`src/rtl/disp_scan_if.sv`:
```
// Handshake and display bus of disp_scan_ctrl: update source side (master)
// and the scan controller side (slave).
interface disp_scan_if #(
  parameter int NDIG = 4
);
  // Update transfer happens on any clock edge where upd_vld and upd_rdy are both 1;
  // the source holds upd_data/upd_vld while upd_rdy is 0, and upd_data only has to be
  // stable in the transfer cycle itself.
  logic [4*NDIG-1:0] upd_data;
  logic              upd_vld;
  logic              upd_rdy;
  logic              disp_en;
  logic [3:0]        bcd;
  logic              en;
  logic [NDIG-1:0]   an;
  logic              frame_tick;
  logic              showing;   // FSM state: 1 = SHOW, 0 = BLANK

  modport master (
    output upd_data, upd_vld, disp_en,
    input  upd_rdy, bcd, en, an, frame_tick, showing
  );

  modport slave (
    input  upd_data, upd_vld, disp_en,
    output upd_rdy, bcd, en, an, frame_tick, showing
  );
endinterface

```
`src/rtl/disp_scan_ctrl.sv`:
```
// Time-multiplexed scan controller for an NDIG-digit common-anode 7-segment display.
// Optional feature macro: LEADING_ZERO_BLANK_EN (suppresses leading zero digits).
module disp_scan_ctrl #(
  parameter int NDIG      = 4,
  parameter int PRESCALE  = 50000,
  parameter int BLANK_CYC = 16
) (
  input  logic        clk,
  input  logic        rst,
  disp_scan_if.slave  bus
);

  localparam int CMAX = (PRESCALE > BLANK_CYC) ? PRESCALE : BLANK_CYC;
  localparam int CW   = $clog2(CMAX + 1);
  localparam int IW   = $clog2(NDIG);

  localparam logic [CW-1:0]   P_LAST   = CW'(PRESCALE - 1);
  localparam logic [CW-1:0]   B_LAST   = CW'(BLANK_CYC - 1);
  localparam logic [IW-1:0]   IDX_LAST = IW'(NDIG - 1);
  localparam logic [NDIG-1:0] AN_OFF   = '1;

  typedef enum logic {ST_BLANK = 1'b0, ST_SHOW = 1'b1} state_t;

  state_t            state;
  logic [CW-1:0]     cnt;
  logic [IW-1:0]     idx;
  logic [4*NDIG-1:0] shown;
  logic [4*NDIG-1:0] staging;
  logic              pending;
  logic              upd_rdy_q;
  logic [3:0]        bcd_q;
  logic              en_q;
  logic [NDIG-1:0]   an_q;
  logic              frame_tick_q;

  logic              lz_blank;
  logic              show_on;
  logic [3:0]        bcd_show;
  logic [NDIG-1:0]   an_show;

`ifdef LEADING_ZERO_BLANK_EN
  // nz_from[k] is set when digit k or any digit above it is non-zero.
  logic [NDIG-1:0] nz_from;
  logic            nz_acc;

  always_comb begin
    nz_acc  = 1'b0;
    nz_from = '0;
    for (int k = NDIG - 1; k >= 0; k--) begin
      nz_acc     = nz_acc | (|shown[4*k +: 4]);
      nz_from[k] = nz_acc;
    end
  end

  assign lz_blank = (idx != '0) && !nz_from[idx];
`else
  assign lz_blank = 1'b0;
`endif

  assign show_on  = bus.disp_en && !lz_blank;
  assign bcd_show = shown[4*idx +: 4];
  assign an_show  = show_on ? ~(NDIG'(1) << idx) : AN_OFF;

  always_ff @(posedge clk or posedge rst) begin
    if (rst) begin
      state        <= ST_BLANK;
      cnt          <= '0;
      idx          <= '0;
      shown        <= '0;
      staging      <= '0;
      pending      <= 1'b0;
      upd_rdy_q    <= 1'b1;
      bcd_q        <= '0;
      en_q         <= 1'b0;
      an_q         <= AN_OFF;
      frame_tick_q <= 1'b0;
    end else begin
      frame_tick_q <= 1'b0;
      case (state)
        ST_BLANK: begin
          if (cnt == B_LAST) begin
            state <= ST_SHOW;
            cnt   <= '0;
            bcd_q <= bcd_show;
            en_q  <= show_on;
            an_q  <= an_show;
          end else begin
            cnt <= cnt + 1'b1;
          end
        end
        ST_SHOW: begin
          if (cnt == P_LAST) begin
            state <= ST_BLANK;
            cnt   <= '0;
            bcd_q <= '0;
            en_q  <= 1'b0;
            an_q  <= AN_OFF;
            idx   <= (idx == IDX_LAST) ? '0 : idx + 1'b1;
            // Frame end: the only point where a staged value may become visible.
            if (idx == IDX_LAST) begin
              frame_tick_q <= 1'b1;
              if (pending) begin
                shown     <= staging;
                pending   <= 1'b0;
                upd_rdy_q <= 1'b1;
              end
            end
          end else begin
            cnt   <= cnt + 1'b1;
            bcd_q <= bcd_show;
            en_q  <= show_on;
            an_q  <= an_show;
          end
        end
        default: begin
          state <= ST_BLANK;
          cnt   <= '0;
        end
      endcase
      // upd_rdy is 0 whenever pending is 1, so a transfer never collides with a commit.
      if (bus.upd_vld && upd_rdy_q) begin
        staging   <= bus.upd_data;
        pending   <= 1'b1;
        upd_rdy_q <= 1'b0;
      end
    end
  end

  assign bus.upd_rdy    = upd_rdy_q;
  assign bus.bcd        = bcd_q;
  assign bus.en         = en_q;
  assign bus.an         = an_q;
  assign bus.frame_tick = frame_tick_q;
  assign bus.showing    = (state == ST_SHOW);

endmodule
```
`src/flat_wrapper.sv`:
```
// flat-port wrapper written by rule: the top's interface ports become plain ports
module disp_scan_ctrl_flat 
#(
  parameter int NDIG      = 4,
  parameter int PRESCALE  = 50000,
  parameter int BLANK_CYC = 16
)
  (clk, rst, bus_upd_data, bus_upd_vld, bus_disp_en, bus_upd_rdy, bus_bcd, bus_en, bus_an, bus_frame_tick, bus_showing);
  disp_scan_if #(.NDIG(NDIG)) bus_i ();
  input  logic clk;
  input  logic rst;
  input wire logic [$bits(bus_i.upd_data)-1:0] bus_upd_data;
  input wire logic [$bits(bus_i.upd_vld)-1:0] bus_upd_vld;
  input wire logic [$bits(bus_i.disp_en)-1:0] bus_disp_en;
  output wire logic [$bits(bus_i.upd_rdy)-1:0] bus_upd_rdy;
  output wire logic [$bits(bus_i.bcd)-1:0] bus_bcd;
  output wire logic [$bits(bus_i.en)-1:0] bus_en;
  output wire logic [$bits(bus_i.an)-1:0] bus_an;
  output wire logic [$bits(bus_i.frame_tick)-1:0] bus_frame_tick;
  output wire logic [$bits(bus_i.showing)-1:0] bus_showing;
  assign bus_i.upd_data = bus_upd_data;
  assign bus_i.upd_vld = bus_upd_vld;
  assign bus_i.disp_en = bus_disp_en;
  assign bus_upd_rdy = bus_i.upd_rdy;
  assign bus_bcd = bus_i.bcd;
  assign bus_en = bus_i.en;
  assign bus_an = bus_i.an;
  assign bus_frame_tick = bus_i.frame_tick;
  assign bus_showing = bus_i.showing;
  disp_scan_ctrl #(.NDIG(NDIG), .PRESCALE(PRESCALE), .BLANK_CYC(BLANK_CYC)) u_core (.clk(clk), .rst(rst), .bus(bus_i));
endmodule
```
`config.mk`:
```
export PLATFORM = sky130hd
export DESIGN_NAME = disp_scan_ctrl_flat
export DESIGN_NICKNAME = d
export VERILOG_FILES = /design/src/rtl/disp_scan_if.sv /design/src/rtl/disp_scan_ctrl.sv /design/src/flat_wrapper.sv
export SDC_FILE = /design/constraint.sdc
export NUM_CORES = 1
export LEC_CHECK = 0
export CORE_ASPECT_RATIO = 1.75
export CORE_MARGIN = 3
export CORE_UTILIZATION = 35
export CTS_CLUSTER_DIAMETER = 50
export DETAILED_ROUTE_END_ITERATION = 8
export GPL_TIMING_DRIVEN = 0
export PLACE_DENSITY = 0.57
export REMOVE_ABC_BUFFERS = 1
export SKIP_CTS_REPAIR_TIMING = 1
export SYNTH_ARGS = -nofsm -noshare
export SYNTH_HDL_FRONTEND = slang
export SYNTH_SLANG_ARGS = --single-unit
```
`constraint.sdc`:
```
create_clock -name clk -period 3.25 [get_ports clk]
set_input_delay 0.65 -clock clk [delete_from_list [all_inputs] [get_ports clk]]
set_output_delay 0.65 -clock clk [all_outputs]
set_load 0.005 [all_outputs]
```
# Word-level counts from Yosys, hierarchy flattened
# Index checks and enable logic that the tools add are counted.
[word_totals]
regBits = 63
input_bits = 20
out_inout_bits = 12
elab_cells = 59
[op_classes]
n_shift = 2
n_eq_ne = 4
n_mux = 29
n_addsub = 2
n_reduce_logical = 9
bitwise = 2
[op_table]
columns = ["operator", "n"]
rows = [
  ["$mux W16", 2],
  ["$pmux W16 S2", 1],
  ["$mux W4", 5],
  ["$add A16 B1 Y16 const B", 1],
  ["$eq A16 B16 Y1 const B", 1],
  ["$eq A16 B4 Y1 const B", 1],
  ["$mux W1", 16],
  ["$pmux W4 S2", 2],
  ["$shiftx A16 B5 Y4", 1],
  ["$reduce_and A4 Y1", 2],
  ["$reduce_bool A2 Y1", 4],
  ["$not A4 Y4", 1],
  ["$pmux W1 S2", 2],
  ["$shl A1 B2 Y4 const A", 1],
  ["$reduce_and A3 Y1", 1],
  ["$add A2 B1 Y2 const B", 1],
  ["$eq A2 B2 Y1 const B", 1],
  ["$mux W2", 1],
  ["$ne A2 B1 Y1 const B", 1],
  ["$reduce_and A2 Y1", 1],
  ["$logic_and A1 B1 Y1", 1],
  ["$not A1 Y1", 1],
]

# Longest topological paths before layout
[logic_depth]
ltp_word = 5
depth_mapped = 6
depth_no_buf = 5

# Worst setup path after synthesis
# No wires, ideal clock.
[synth_path]
path_kind = "register -> register"
startpoint = "register u_core.cnt[11]"
endpoint = "register u_core.shown[0]"
path_buffers = 1
setup_time_ns = 0.125
required_time_ns = 3.125
period_less_slack_ns = 1.995
setup_slack_ns = 1.255
path_stages_with_launch = 6
t_arrival_ns = 1.870
path_cell_list = "dfrtp_1 > or4_4 > nor3_4 > nand4_4 > buf_6 > mux2_4"
[synth_via]
elab_chain_cells = 2
[synth_rtl]
columns = ["element", "line_no", "text"]
rows = [
  ["start, declared", "disp_scan_ctrl.sv:25", "logic [CW-1:0] cnt;"],
  ["start signal, assigned", "disp_scan_ctrl.sv:88", "cnt <= cnt + 1'b1;"],
  ["start signal, assigned", "disp_scan_ctrl.sv:109", "cnt <= cnt + 1'b1;"],
  ["$eq A16 B16 Y1", "disp_scan_ctrl.sv:92", "if (cnt == P_LAST) begin"],
  ["$reduce_and A4 Y1 (no line)", "--", ""],
  ["end signal, assigned", "disp_scan_ctrl.sv:103", "shown <= staging;"],
  ["end, declared", "disp_scan_ctrl.sv:27", "logic [4*NDIG-1:0] shown;"],
]
# No other way between the ends.
# A chain may end at the register's enable or synchronous reset.

# Final worst setup path
[layout_path]
startpoint = "register u_core.cnt[11]"
endpoint = "register u_core.shown[8]"
# The elaborated chain is that of the path after synthesis.

==> results.cfg <==
[grt]
grt_max_degree = 42
antenna_found_initial = 0
grt_pass1_wl_um = 8720
grt.overflow.total = 0
grt_usage_pct = 12.9
grt_pass1_vias = 1834

[floorplanning]
die_w_um = 73.2
die_h_um = 124
die_area_um2 = 9040
ios = 32
num_rows = 42
core_area_um2 = 7620
initial_core_util_pct = 36.3

[worst_hold_path]
min_path_cells = 1
hp-start = u_core.cnt[0]$_DFF_PP0_
min_to = u_core.cnt[0]$_DFF_PP0_
min_path_type = flop to flop

[place]
placed_cell_area_um2 = 3170
dpl.cell_count = 314
place_hpwl_um = 3460
dp_slack_ns = 0.680
gp_congestion = 0.733
port_buffers = 31

[synth]
synthXorXnorAreaFrac_pct = 4.12
synth_area_leaders = dfrtp_1 (53%), mux2_2 (12%), mux2_4 (4.9%), dfstp_2 (4.8%), mux4_2 (3.3%)
synth_compound_area_share_pct = 4.44
synth_top_area_share_pct = 52.5
synth_area_um2 = 2760
synthMuxAreaShare_pct = 20.7
yosysWarnings = 0
synth.avg_cell_area_um2 = 13.8
synthAdderAreaFrac_pct = 2.26
syn_inst = 200
synth_top_family_by_area = multiplexers
yosysTopAreaCell = dfrtp_1
yosys.area_share.simple_pct = 9.19
yosysSeqAreaShare_pct = 57.3
synth-seq-cells = 63
ys_types = 34

[setup_path]
criticalPathCategory = flop to flop
cp_top_family = simple AND/OR/NAND/NOR gates
slowest_delay_ns = 0.56
reg2reg_from = u_core.cnt[11]$_DFF_PP0_
critPathBufInv = 0
critPathMaxFanout = 17
crit_slowest_cell = or4_4
end_kind = flop
reg2reg_to = u_core.shown[8]$_DFFE_PP0P_
r2r_setup_slack_ns = 0.69
required_ns = 3.45
cp-start-kind = flop
r2r_cells = 4
arrival_ns = 2.76
path_cells = or4_4 -> nor3_4 -> nand4_4 -> mux2_4

[sta]
period_needed_ns = 2.56
rsz0062_at_grt = false
finalSetupViolCount = 0
hold_slack_ns = 0.487
fin_ws_ns = 0.690
hold_viol_final = 0
fmax_mhz = 391
relSlewSlack_pct = 51.0
drv_slew = 0
worst_pin_slew_ns = 0.734
worst_clock_skew_ns = 0.00591
final.period_utilization_pct = 78.8
final.setup.tns_ns = 0

[routing]
wl_per_cell_um = 14.7
antenna_left = 0
dr.first_iter.drc_count = 86
drt-total-wl_um = 4860
firstDrtPassIters = 4
post-route-drc-count = 0
num_vias = 1683
via_per_inst = 5.10

[final_layout]
drive_above_1_share_pct = 26.4
antenna_cells = 0
fin_cells = 330
final_cell_area_um2 = 3430
area_growth_pct = 24.3
final_nets = 262

[pwr]
power.density_nw_per_um2 = 505
peakVddDrop_v = 0.000263
p_leak_nw = 1.55

[clock_network]
cts_buffers = 9
clock_sinks = 63
htree_num_levels = 3
clockBufferDepth = 2
clkLatencyLatePin_ns = 0.32
cts_root_buffer = clkbuf_16
cts_tree = built
path_clk_slew_ns = 0.05

[job]
drv_cap = 0

[outcome]
status = finished clean
per-layer routing:
layer	part of all wire [%]	GRT usage (%)	up-vias
met1	41	14.9	850
li1	-	-	794
met4	2.9	8.20	0
met3	4.0	3.25	11
met2	52	20.8	28
met5	0	0	-
power by group:
part / leakage [nW] / total [W] / switching (W) / internal, W
registers: 0.816 / 0.000822 / 0.0000114 / 0.000811
logic: 0.607 / 0.0000676 / 0.0000254 / 0.0000422
clock network: 0.128 / 0.000845 / 0.000309 / 0.000536
total: 1.55 / 0.00173 / 0.000346 / 0.00139
state kept, by name, summed over array words and instances, names as in the netlist:
name and flops:
u_core.bus.bcd 4, u_core.bus.upd_rdy 1, u_core.cnt 16, u_core.bus.showing 1, u_core.pending 1, u_core.bus.frame_tick 1, u_core.shown 16, u_core.idx 2
u_core.staging 16, u_core.bus.en 1, u_core.bus.an 4
synthesized netlist by cell type:
cell type and number:
and3_1 2, dfrtp_1 58, buf_2 2, mux4_2 4, a21boi_0 5, mux2_4 9, a21o_1 1, xnor2_1 7
nand4_1 3, nand4_4 1, nand3_1 6, a31oi_1 4, nand2_1 6, or4_4 1, mux2_2 30, or3_1 3
nor2b_1 1, or4_1 1, clkbuf_1 3, nor4_1 3, a21oi_1 1, o21a_1 1, xor2_1 6, ha_1 5
o21ai_0 2, dfstp_2 5, mux2i_1 1, nor3_4 1, inv_1 6, buf_6 1, and2_1 1, nor3_1 3
nor2_1 13, a211oi_1 4
worst reg2reg max path: stages, from the launching register on:
cell and delay [ns]:
dfrtp_1 0.45, or4_4 0.56, nor3_4 0.55, nand4_4 0.46, mux2_4 0.43
cell families after synthesis:
| kind of cell | count (synthesis) |
|---|---|
| AO/OA/AOI/OAI | 18 |
| XOR/XNOR | 13 |
| adder cells (fa/ha/maj) | 5 |
| buffers and inverters | 12 |
| flip-flops | 63 |
| multiplexers | 44 |
| AND/OR/NAND/NOR | 45 |
per-stage QoR:
| step | total power [W] | util, % |
|---|---|---|
| 3_3_place_gp | 0.000901 | 41.4 |
| 5_1_grt | 0.00180 | 45.1 |
| 2_1_floorplan | 0.000865 | - |
| 4_1_cts | 0.00177 | 45.1 |
| 6_report | 0.00173 | 45.1 |
| 3_5_place_dp | 0.000906 | 41.6 |
placed cells by master (no fill, tap or decap), types with 2 or more instances in the layout:
cell type,n
dfrtp_1,58
clkdlybuf4s50_1,31
mux2_2,30
nor2_1,13
mux2_4,9
clkbuf_16,9
xnor2_1,7
nand2_1,6
nand3_1,6
xor2_1,6
a21boi_0,5
inv_1,5
ha_1,5
clkbuf_1,5
dfstp_2,5
mux4_2,4
a211oi_1,4
a31oi_1,4
or3_1,3
nand4_1,3
nor3_1,3
nor4_1,3
and3_1,2
o21ai_0,2
area by class of cell:
type | count | area (um^2)
Clock inverter | 1 | 5.00
Clock buffer | 15 | 258
Inverter | 6 | 22.5
Fill cell | 682 | 4190
Timing Repair Buffer | 32 | 330
Sequential cell | 63 | 1580
Tap cell | 88 | 110
Multi-Input combinational cell | 125 | 1130
worst max path at each step:
stage / cells after the start / start / slack [ns] / to
2_1_floorplan: 1 / rst / 1.04 / u_core.bus.bcd[0]$_DFFE_PP0P_
3_3_place_gp: 2 / rst / -0.11 / u_core.staging[12]$_DFFE_PP0P_
3_5_place_dp: 4 / u_core.cnt[11]$_DFF_PP0_ / 0.68 / u_core.shown[0]$_DFFE_PP0P_
4_1_cts: 4 / u_core.cnt[11]$_DFF_PP0_ / 0.67 / u_core.shown[8]$_DFFE_PP0P_
5_1_grt: 4 / u_core.cnt[11]$_DFF_PP0_ / 0.57 / u_core.shown[8]$_DFFE_PP0P_
6_report: 4 / u_core.cnt[11]$_DFF_PP0_ / 0.69 / u_core.shown[8]$_DFFE_PP0P_
Note: power is estimated with default switching activity, not from simulation.
